$ cat src/rtl/fetch_stage.sv
// Instruction fetch stage: PC sequencing, 1-cycle synchronous ROM fetch, stall hold
// buffer and a one-bubble squash after redirects, feeding the decoder.
module fetch_stage #(
  parameter logic [31:0] RESET_PC = 32'd0,
  parameter int          ADDR_W   = 12
) (
  input  logic              clock,
  input  logic              reset,
  input  logic              stall,
  input  logic              redirect,
  input  logic [31:0]       redirect_pc,
  output logic [ADDR_W-1:0] imem_addr,
  input  logic [31:0]       imem_q,
  output logic              fd_valid,
  output logic [31:0]       fd_instruction,
  output logic [31:0]       fd_pc,
  output logic [31:0]       fetch_count
);

  typedef enum logic [1:0] {
    ST_BOOT   = 2'd0,
    ST_RUN    = 2'd1,
    ST_SQUASH = 2'd2
  } state_t;

  state_t      r_state;
  logic [31:0] r_pc;
  logic [31:0] r_fd_pc;
  logic [31:0] r_hold_q;
  logic        r_hold_vld;
  logic [31:0] r_fetch_count;

  logic        w_run;

  function automatic logic [31:0] wrap_inc(input logic [31:0] v);
    return v + 32'd1;
  endfunction

  // Fetch address register -> ROM; fetched word lands on imem_q one cycle later
  always_ff @(posedge clock) begin
    if (reset) begin
      r_pc          <= RESET_PC;
      r_fd_pc       <= RESET_PC;
      r_hold_q      <= 32'd0;
      r_hold_vld    <= 1'b0;
      r_state       <= ST_BOOT;
      r_fetch_count <= 32'd0;
    end else if (redirect) begin
      r_pc       <= redirect_pc;
      r_hold_vld <= 1'b0;
      r_state    <= ST_SQUASH;
    end else if (!stall) begin
      r_pc       <= wrap_inc(r_pc);
      r_fd_pc    <= r_pc;
      r_hold_vld <= 1'b0;
      r_state    <= ST_RUN;
      if (r_state == ST_RUN) begin
        r_fetch_count <= wrap_inc(r_fetch_count);
      end
    end else if ((r_state == ST_RUN) && !r_hold_vld) begin
      // pc is frozen, so imem_q moves on to pc's word next cycle; capture the live one now
      r_hold_q   <= imem_q;
      r_hold_vld <= 1'b1;
    end
  end

  // Decode-facing outputs
  assign w_run          = (r_state == ST_RUN);
  assign imem_addr      = r_pc[ADDR_W-1:0];
  assign fd_valid       = w_run;
  assign fd_instruction = !w_run ? 32'd0 : (r_hold_vld ? r_hold_q : imem_q);
  assign fd_pc          = r_fd_pc;
  assign fetch_count    = r_fetch_count;

endmodule

$ cat config.mk
export PLATFORM = sky130hd
export DESIGN_NAME = fetch_stage
export DESIGN_NICKNAME = d
export VERILOG_FILES = /design/src/rtl/fetch_stage.sv
export SDC_FILE = /design/constraint.sdc
export NUM_CORES = 1
export LEC_CHECK = 0
export BUFFER_PORTS_ARGS = -buffer_cell sky130_fd_sc_hd__buf_2
export CORE_MARGIN = 5
export CORE_UTILIZATION = 25
export CTS_CLUSTER_SIZE = 28
export DETAILED_ROUTE_END_ITERATION = 8
export SLEW_MARGIN = 20
export SYNTH_ARGS = -nofsm -noshare
export SYNTH_HDL_FRONTEND = slang
export SYNTH_SLANG_ARGS = --single-unit
export TNS_END_PERCENT = 1
$ cat constraint.sdc
create_clock -name clock -period 2.92 [get_ports clock]
set_input_delay 0 -clock clock [delete_from_list [all_inputs] [get_ports clock]]
set_output_delay 0 -clock clock [all_outputs]
set_load 0.02 [all_outputs]
---- Word level (Yosys, flattened, before mapping) ----
Cells that the tools add are included.
word-level totals
  flip-flop bits (word level) ............. 131
  word-level logic and storage cells ...... 26
  output and inout bits ................... 109
cells by class
  reductions and logical operators ........ 7
  eq/ne operators ......................... 2
  bitwise operators ....................... 2
  add/sub/neg operators ................... 2
  mux-type cells .......................... 6
operators by type and width
  operator               number
  $mux 32                4
  $add 32x1->32 const B  2
  $reduce_and 3->1       2
  $mux 2                 2
  $reduce_or 3->1        1
  $eq 2x1->1 const B     1
  $ne 2x1->1 const B     1
  $not 1->1              2
  $reduce_and 2->1       1
  $reduce_or 2->1        1
  $logic_and 1x1->1      1
  $logic_not 1->1        1

---- Depth between registers and ports, before layout ----
Gate-level depths: netlist (run 1).
  depth in word-level cells ............... 3
  gate-level depth with buffers ........... 8
  gate-level depth less buffers ........... 5

---- Least setup slack after synthesis (run 1) ----
OpenSTA, ideal clock, no wires.
  path type ............................... reg2reg
  from .................................... register r_fetch_count[2], in the netlist fetch_count[2]
  to ...................................... register r_fetch_count[31], in the netlist fetch_count[31]
  library setup time ...................... 0.121 ns
  arrival time ............................ 2.027 ns
  setup slack ............................. 0.772 ns
  data required time ...................... 2.799 ns
  buffers on the path ..................... 2
  cell stages (with the launch flop) ...... 7
  clock period less this slack ............ 2.148 ns
  path through ............................ dfxtp_1 -> or3b_1 -> or3_1 -> clkbuf_1 -> buf_2 -> nor3_1 -> mux2_2
between the ends
  cells in the longest elaborated chain, start to end .. 1
ends and longest elaborated chain
  what                    RTL line  source
  from (decl)             31        logic [31:0] r_fetch_count;
  from (signal assigned)  58        r_fetch_count <= wrap_inc(r_fetch_count);
  $add 32x1->32           36        return v + 32'd1;
Every way passes these cells.
A chain may end at the register's enable or synchronous reset.

---- Worst setup path after layout (run 1) ----
  from .................................... register r_pc[9]
  to ...................................... register r_pc[29]
between the ends
  cells in the longest elaborated chain, start to end .. 3
ends and longest elaborated chain
  what                    RTL line  source
  from (decl)             27        logic [31:0] r_pc;
  from (signal assigned)  49        r_pc <= redirect_pc;
  from (signal assigned)  53        r_pc <= wrap_inc(r_pc);
  $add 32x1->32           36
  $mux 32                 52        end else if (!stall) begin
  $mux 32                 48        end else if (redirect) begin
Every way passes these cells. The select of a mux whose other input is x is not followed.

==> impl_metrics.yaml, run 1 <==
finish:
  diodes: 0
  nNetsFinal: 1073
  fin_util_pct: 34.56
  stdcell_count: 1346
  nFillCells: 2691
  drive_gt1_share_pct: 23.03
  syn2layout_area_growth_pct: 37.09
power:
  power.net_switching_uw: 1280
  cellLeakagePower_uw: 0.003309
  p_comb_share_pct: 9.9
  irDropWorstVdd_uv: 285.4
  swShare_pct: 28.73
  p_per_area_mw_per_mm2: 515.0
  clockPowerShare_pct: 47.6
  seqPwrFrac_pct: 42.5
  internal-power_uw: 3176
grt:
  grt_antenna_before_repair: 0
  grtUsageTotal_pct: 13.80
  grt_max_degree: 47
  globalRouteOverflowTotal: 0
  grt_pass1_vias: 6219
  grt_pass1_wl_mm: 32.24
synth:
  avgSynthCellArea_sq_um: 7.879
  synth_flop_cell: "dfxtp_1"
  synth_most_common_cell: "nand2_1"
  synthDistinctLibCells: 47
  syn-cell-area_sq_mm: 0.006311
  synth_edf_count: 0
  yosys-top-cells-area: "dfxtp_1 (42%), nand2_1 (9.4%), a21oi_1 (6.8%)"
  syn_nets: 871
  ys_seq_area_share_pct: 41.55
  synth_top_area_share_pct: 41.55
  synthArstFlopShare_pct: 0
  yosysTopAreaCell: "dfxtp_1"
  synth_seq_cells: 131
  synth_common_cells: "nand2_1 (158), dfxtp_1 (131), a21oi_1 (86), nor2_1 (81), clkbuf_1 (59)"
  synthCells: 801
  yosys_warnings: 0
status:
  run_status: "complete, no violations"
route:
  first_pass_iters: 5
  vias_per_cell: 4.861
  antenna_left: 0
  wirelength_mm: 20.29
  wire_per_inst_um: 15.07
  drt-initial-drc-count: 444
  route.detailed.drc: 0
  vias: 6543
timing:
  period_minus_slack_ns: 2.438
  hold_viol: 0
  timing.fmax_ghz: 0.4102
  rsz0062_at_grt: "no"
  setup_viol_count_final: 0
  worst_pin_slew_ns: 0.8355
  clock-skew-final_ns: 0.01133
  relSlewSlack_pct: 43.51
  setup_slack_ns: 0.4821
  tns_ns: 0
  maxSlewViolCount: 0
  fin_crit_sh_pct: 83.49
critical_path:
  critPathSlowestCell: "or4_1"
  critPathKind: "flop to flop"
  cp-end-kind: "flop"
  critPathMaxStageDelay_ns: 0.85
  required_ns: 3.25
  cp.arrival_ns: 2.77
  worst-path-max-fanout: 19
  crit_chain: "nand4_1, or4_1, or4_1, a311oi_1"
  cp_common_cell: "or4_1"
  start_kind: "flop"
placed_design:
  dp_hpwl_mm: 13.40
  gp_congestion: 0.7658
  port_buffers: 176
  pre_cts_ws_ns: 0.4898
  place_inst: 1250
floorplanning:
  die-area_sq_mm: 0.02852
  dieHeight_um: 168.9
  start_util_pct: 25.21
  core_area_sq_mm: 0.02504
  rows: 58
  top_level_ports: 177
  die_w_um: 168.9
clock_network:
  clock_path_buffers: 2
  cts_setup_buffers: 0
  insertion_delay_ns: 0.42
  clkTransAtPathRegs_ns: 0.07
  htreeDepth: 4
  holdBufCountCts: 64
  postCtsResizedCells: 0
  cts_tree: "built"
  cts_sinks: 131
  clock-root-buffer: "clkbuf_16"
  numCtsBuffers: 17
hold_path:
  hold_class: "input pin to flop"
job:
  maxCapViolCount: 0
-- routing by layer --
| metal | up-vias | global-route usage (%) | share of wire, % |
|---|---|---|---|
| met2 | 147 | 22.36 | 47 |
| met5 | - | 0 | 0 |
| met4 | 0 | 4.517 | 2.4 |
| met3 | 35 | 3.340 | 4.8 |
| li1 | 3249 | - | - |
| met1 | 3112 | 18.09 | 46 |
-- worst paths after layout --
path            start        end  slack (ns)  cells past startpoint
max           r_pc[9]   r_pc[29]        0.48                      4
max reg2reg   r_pc[9]   r_pc[29]        0.48                      4
min             reset  fd_pc[25]        0.05                      2
min reg2reg  fd_pc[2]   fd_pc[2]        0.45                      2
-- state kept, by name (all words and copies together) (netlist names) --
signal,flops
fd_pc,32
r_hold_q,32
r_pc,32
fetch_count,32
r_hold_vld,1
r_state,2
-- layout make-up --
class	instances	area [sq um]	area share (%)
well taps	330	412.9	4.772
repair buffers	258	1672	19.32
flip-flops and latches	131	2624	30.33
clock inverters	15	156.4	1.808
clock buffers	17	425.4	4.917
multi-input cells	585	3324	38.42
inverters	10	37.54	0.4338
-- power groups by stage --
stage                     Clock [uW]  Sequential [uW]  Combinational (uW)
after global placement             0             1930                 374
after floorplan                    0             1940                 225
after detailed placement           0             1940                 375
after CTS                       2190             1890                 444
final                           2120             1900                 440
after global routing            2260             1900                 484
-- cells in the final DEF (no fill, tap or decap), types with 5 or more instances in the layout --
cell type      instances
clkbuf_16             17
inv_1                 10
and4_1                 9
a21oi_1               86
mux2i_1               33
inv_6                  5
buf_4                 18
nor4_1                10
nand4_1               18
a311oi_1              13
and3_1                 6
nor2_1                80
xnor2_1               11
o31ai_1               25
o21ai_0                8
xor2_1                11
dlygate4sd3_1         64
nor3_1                 6
nand3_1               20
buf_2                175
a211oi_1              11
dfxtp_1              130
or3_1                 11
or4_1                 28
inv_8                  5
nand2_1              158
-- metrics by stage --
stage	cell area (sq um)	hold slack [ns]	total power, uW
floorplan	6311	0.1360	2161
global placement	7430	0.2515	2306
detailed placement	7430	0.2506	2310
CTS	8652	0.02442	4531
global route	8652	0.06201	4650
finish	8652	0.04603	4456
-- cell families (layout without fill, tap and decap cells) --
logic type	Yosys count	after routing	share of synthesized area [%]
simple gates	368	368	27.89
fa+ha+maj	2	2	0.3964
mux	37	37	5.948
xor+xnor	22	22	3.053
flops	131	131	41.55
compound gates	156	156	15.27
buf+inv	85	300	5.888
-- critical path: cells and delay by family (launching register included) --
family	cells	cell delay, ns
simple gates	3	1.63
flops	1	0.46
compound gates	1	0.26
(Power assumes the default switching activity.)
==> inputs of run 2 (changes only) <==
--- a/config.mk
+++ b/config.mk
@@ -5,6 +5,7 @@
 export SDC_FILE = /design/constraint.sdc
 export NUM_CORES = 1
 export LEC_CHECK = 0
+export ABC_AREA = 1
 export BUFFER_PORTS_ARGS = -buffer_cell sky130_fd_sc_hd__buf_2
 export CORE_MARGIN = 5
 export CORE_UTILIZATION = 25
==> constraint.sdc (replaced) <==
create_clock -name clock -period 2.2 [get_ports clock]
set_input_delay 0 -clock clock [delete_from_list [all_inputs] [get_ports clock]]
set_output_delay 0 -clock clock [all_outputs]
set_load 0.02 [all_outputs]
==> run 2 against run 1 <==
Effect of this change:
- power rose by 39%
- core utilization fell by 0.40 points
- global-route usage rose by 0.56 points
==> impl_metrics.yaml, run 2 <==
status:
  run_status: "complete, no violations"
synth:
  synth_seq_cells: 131
  yosysTopAreaCell: "dfxtp_1"
  synth_flop_cell: "dfxtp_1"
  synthCells: 1037
  avgSynthCellArea_sq_um: 6.554
  ys_seq_area_share_pct: 38.59
  synthDistinctLibCells: 38
  synth-compound-area-share_pct: 17.88
  yosys-top-cells-area: "dfxtp_1 (39%), nand2_1 (12%), inv_1 (7.7%)"
  synth_common_cells: "nand2_1 (212), inv_1 (140), dfxtp_1 (131), nor2_1 (125), a21oi_1 (94)"
  synth_most_common_cell: "nand2_1"
  yosys.area_share.simple_pct: 30.78
  syn-cell-area_sq_mm: 0.006797
  syn_nets: 1107
  yosys.area_share.xor_xnor_pct: 0.1289
  synth_top_family_by_area: "simple AND/OR/NAND/NOR gates"
  synth.area.mux_share_pct: 0
  yosys_warnings: 0
  synthArstFlopShare_pct: 0
  synth_top_area_share_pct: 38.59
  synth_edf_count: 0
  synth-adder-area-share_pct: 0.3682
critical_path:
  reg2reg_to: "r_pc[28]"
  r2r-start: "r_pc[1]"
  cp.arrival_ns: 1.95
  cp-end-kind: "primary output"
  worst-path-max-fanout: 41
  worstRegToRegCells: 10
  start_kind: "flop"
  reg2reg_slack_ns: 0.29
  required_ns: 2.20
  critPathKind: "flop to primary output"
route:
  antenna_left: 0
  vias_per_cell: 4.546
  route.detailed.drc: 0
  drt-initial-drc-count: 489
  wire_per_inst_um: 14.00
  vias: 7278
  wirelength_mm: 22.41
  first_pass_iters: 5
timing:
  hold_viol: 0
  worst_pin_slew_ns: 0.5724
  setup_viol_count_final: 0
  fin_crit_sh_pct: 88.85
  period_minus_slack_ns: 1.955
  maxSlewViolCount: 0
  relSlewSlack_pct: 61.80
  timing.fmax_ghz: 0.5116
  clock-skew-final_ns: 0.01213
  tns_ns: 0
  setup_slack_ns: 0.2452
  rsz0062_at_grt: "no"
  fin_hold_ws_ns: 0.01211
finish:
  diodes: 0
  layout_common_cells: "nand2_1 (211), buf_2 (176), inv_1 (139), dfxtp_1 (130), nor2_1 (124)"
  nFillCells: 2891
  nNetsFinal: 1317
  layout_commonest_cell: "nand2_1"
  syn2layout_area_growth_pct: 35.09
  fin_util_pct: 34.16
  drive_gt1_share_pct: 19.52
placed_design:
  pre_cts_ws_ns: 0.3053
  gp_congestion: 0.8648
  port_buffers: 176
  dp_hpwl_mm: 15.77
clock_network:
  numCtsBuffers: 17
  htreeDepth: 4
  cts_setup_buffers: 0
  clkTransAtPathRegs_ns: 0.06
  clock-root-buffer: "clkbuf_16"
  insertion_delay_ns: 0.42
  clock_path_buffers: 2
  cts_sinks: 131
  cts_tree: "built"
hold_path:
  worstHoldStart: "redirect_pc[16]"
  holdPathEnd: "r_pc[16]"
  hold_class: "input pin to flop"
  holdPathStages: 6
grt:
  grt_pass1_vias: 6826
  grt_antenna_before_repair: 0
  grt_max_degree: 65
  grt_pass1_wl_mm: 35.82
  grtUsageTotal_pct: 14.36
  globalRouteOverflowTotal: 0
floorplanning:
  die-area_sq_mm: 0.03058
  start_util_pct: 25.29
  core_area_sq_mm: 0.02688
  dieHeight_um: 174.9
  die_w_um: 174.9
  rows: 60
  top_level_ports: 177
power:
  power.total_uw: 6199
  cellLeakagePower_uw: 0.004142
  p_per_area_mw_per_mm2: 675.2
  irDropWorstVdd_uv: 395.1
job:
  maxCapViolCount: 0
==> run 2: metrics by stage <==
step,instances,cell area (sq um)
global route,1601,9181
floorplan,1037,6797
finish,1601,9181
CTS,1601,9179
detailed placement,1506,7930
global placement,1506,7930
==> run 2: repair_timing <==
item,in CTS,in global routing
endpoints found under the hold margin,63,0
endpoints found under the setup margin,0,2
hold buffers,63,0
gates resized for setup,0,1
==> run 2: worst max-delay path by stage <==
stage                     from            endpoint  cells after the start
floorplan              r_pc[1]            r_pc[28]                     11
global placement       r_pc[1]            r_pc[30]                     10
detailed placement     r_pc[1]            r_pc[26]                     10
CTS                 r_hold_vld  fd_instruction[12]                      4
global route           r_pc[1]            r_pc[28]                     10
finish              r_hold_vld  fd_instruction[12]                      4
==> run 2: final cells by class <==
cell class | count | area (sq um) | area share (%)
multi-input combinational | 705 | 3346 | 36.44
timing repair buffer | 250 | 1632 | 17.77
clock inverter | 14 | 178.9 | 1.949
inverter | 142 | 535.5 | 5.833
sequential | 131 | 2624 | 28.58
tap | 341 | 426.7 | 4.647
clock buffer | 18 | 439.2 | 4.783
==> run 2: where the power goes <==
group / switching [uW] / internal, uW
clock: 1180 / 1830
sequential: 67.3 / 2450
combinational: 404 / 272
==> run 2: kinds of logic (layout without fill, tap and decap cells) <==
| kind of cell | Yosys count | in the layout |
|---|---|---|
| AND/OR/NAND/NOR | 475 | 475 |
| AO/OA/AOI/OAI | 227 | 227 |
| buffers and inverters | 201 | 424 |
| flip-flops | 131 | 131 |
| adder cells (fa/ha/maj) | 2 | 2 |
| XOR/XNOR | 1 | 1 |
==> run 2: routing by layer <==
| layer | track usage [%] | wire [um] | vias to the layer above |
|---|---|---|---|
| li1 | - | - | 3782 |
| met1 | 18.54 | 10370 | 3267 |
| met2 | 23.72 | 10370 | 202 |
| met3 | 3.527 | 1298 | 27 |
| met4 | 4.452 | 374 | 0 |
| met5 | 0 | 0 | - |
==> run 2: worst max-delay path, stage by stage, from the launching register on <==
cell	delay [ns]
dfxtp_2	0.58
buf_4	0.42
o21ai_0	0.15
a21oi_1	0.17
buf_2	0.19
==> inputs of run 3 (changes only) <==
==> constraint.sdc (replaced) <==
create_clock -name clock -period 2.2 [get_ports clock]
set_input_delay 0.22 -clock clock [delete_from_list [all_inputs] [get_ports clock]]
set_output_delay 0.22 -clock clock [all_outputs]
set_load 0.02 [all_outputs]
==> run 3 against run 2 <==
Effect of this change:
- first-iteration DRC count is 1.6% higher
- non-clock buffer count is 62 lower
- largest cell class unchanged
- power is 0.70% lower
- via count is 2.2% lower
- highest routed layer is now met5
==> impl_metrics.yaml, run 3 (synthesized netlist as in run 2, its figures left out) <==
critical_path:
  reg2reg_to: "r_pc[30]"
  required_ns: 1.98
  critPathMaxStageDelay_ns: 0.33
  critPathSlowestCell: "buf_4"
  crit_chain: "inv_1, nor2_4, buf_4, o21ai_0, a21oi_1, buf_2"
  worst-path-max-fanout: 33
  reg2reg_slack_ns: 0.28
  cp.arrival_ns: 1.82
  cp-end-kind: "primary output"
  critPathLaunch: "r_state[0]"
  worstRegToRegCells: 10
  r2r-start: "r_pc[1]"
  critPathKind: "flop to primary output"
  start_kind: "flop"
  setup.worst_path.end: "fd_instruction[9]"
floorplanning:
  rows: 60
  core_area_sq_mm: 0.02688
  start_util_pct: 25.29
  top_level_ports: 177
  die_w_um: 174.9
  die-area_sq_mm: 0.03058
  dieHeight_um: 174.9
clock_network:
  numCtsBuffers: 17
  clkTransAtPathRegs_ns: 0.06
  holdBufCountCts: 0
  postCtsResizedCells: 0
  insertion_delay_ns: 0.43
  htreeDepth: 4
  clock_path_buffers: 2
  cts_setup_buffers: 0
  clock-root-buffer: "clkbuf_16"
  cts_sinks: 131
  cts_tree: "built"
route:
  vias_per_cell: 4.624
  drt-initial-drc-count: 497
  antenna_left: 0
  route.detailed.drc: 0
  vias: 7117
  first_pass_iters: 6
  wire_per_inst_um: 14.25
  wirelength_mm: 21.93
finish:
  drive_gt1_share_pct: 20.53
  layout_common_cells: "nand2_1 (211), buf_2 (176), inv_1 (139), dfxtp_1 (130), nor2_1 (125)"
  layout_commonest_cell: "nand2_1"
  stdcell_count: 1539
  nNetsFinal: 1255
  syn2layout_area_growth_pct: 26.16
  nFillCells: 2942
  diodes: 0
power:
  internal-power_uw: 4516
  swShare_pct: 26.64
  irDropWorstVdd_uv: 407.2
  power.net_switching_uw: 1640
  seqPwrFrac_pct: 40.9
  p_comb_share_pct: 9.5
  cellLeakagePower_uw: 0.003895
  clockPowerShare_pct: 49.5
  p_per_area_mw_per_mm2: 717.9
grt:
  grt_max_degree: 65
  grt_antenna_before_repair: 1
  grtUsageTotal_pct: 14.07
  grt_pass1_wl_mm: 34.73
  globalRouteOverflowTotal: 0
  grt_pass1_vias: 6574
timing:
  relSlewSlack_pct: 66.93
  worst_pin_slew_ns: 0.4960
  rsz0062_at_grt: "no"
  hold_viol: 0
  maxSlewViolCount: 0
  clock-skew-final_ns: 0.01299
  fin_crit_sh_pct: 92.83
  fin_hold_ws_ns: 0.07641
  setup_viol_count_final: 0
  period_minus_slack_ns: 2.042
  tns_ns: 0
  timing.fmax_ghz: 0.4897
placed_design:
  port_buffers: 176
  gp_congestion: 0.8629
  place_inst: 1507
  dp_hpwl_mm: 15.80
hold_path:
  hold_class: "input pin to flop"
status:
  run_status: "complete, no violations"
job:
  maxCapViolCount: 0
run 3: changes by cell type in the layout (fill, tap and decap cells not counted), sizes merged:
cell         change
clkbuf           +1
dlygate4sd3     -63
buf              +1
clkinv           -2
clkinvlp         -1
inv              +2
run 3: final cells by class:
cell class / count / area (sq um) / area share (%)
multi-input cells: 705 / 3343 / 38.99
flip-flops and latches: 131 / 2624 / 30.60
repair buffers: 188 / 1021 / 11.91
inverters: 142 / 535.5 / 6.245
clock buffers: 19 / 452.9 / 5.282
well taps: 341 / 426.7 / 4.976
clock inverters: 13 / 171.4 / 1.999
run 3: per-layer routing:
layer  share of wire [%]  global-route usage (%)
met1                  47                   18.35
met5               0.032                       0
met3                 7.0                   4.284
met2                  45                   22.54
met4                 1.2                   4.092
run 3: per-stage QoR:
| stage | total power, uW | setup WS [ns] | utilization, % | area (sq um) |
|---|---|---|---|---|
| 6_report | 6156 | 0.1578 | 31.90 | 8574 |
| 5_1_grt | 6431 | 0.004491 | 31.90 | 8574 |
| 4_1_cts | 6245 | 0.1622 | 31.90 | 8574 |
| 3_5_place_dp | 3164 | 0.3242 | 29.58 | 7950 |
| 3_3_place_gp | 3158 | 0.4284 | 29.58 | 7950 |
| 2_1_floorplan | 2929 | 0.5863 | - | 6797 |
run 3: worst min-delay path by stage:
stage                             from      endpoint  slack [ns]  cells after the start
after floorplan                  stall    r_state[0]        0.32                      1
after global placement    r_hold_q[30]  r_hold_q[30]        0.44                      2
after detailed placement  r_hold_q[11]  r_hold_q[11]        0.44                      2
after CTS                   imem_q[22]  r_hold_q[22]        0.05                      3
after global routing        imem_q[10]  r_hold_q[10]        0.07                      3
final                       imem_q[22]  r_hold_q[22]        0.08                      3
run 3: power by group through the flow:
stage          registers [uW]  logic, uW  clock network, uW
2_1_floorplan            2590        338                  0
3_3_place_gp             2570        588                  0
3_5_place_dp             2570        592                  0
4_1_cts                  2520        595               3130
5_1_grt                  2530        654               3250
6_report                 2520        588               3050
run 3: critical path: cells and delay by family (launching register included):
kind	cells	cell delay, ns
compound gates	2	0.35
simple gates	1	0.11
flops	1	0.32
buf+inv	3	0.61
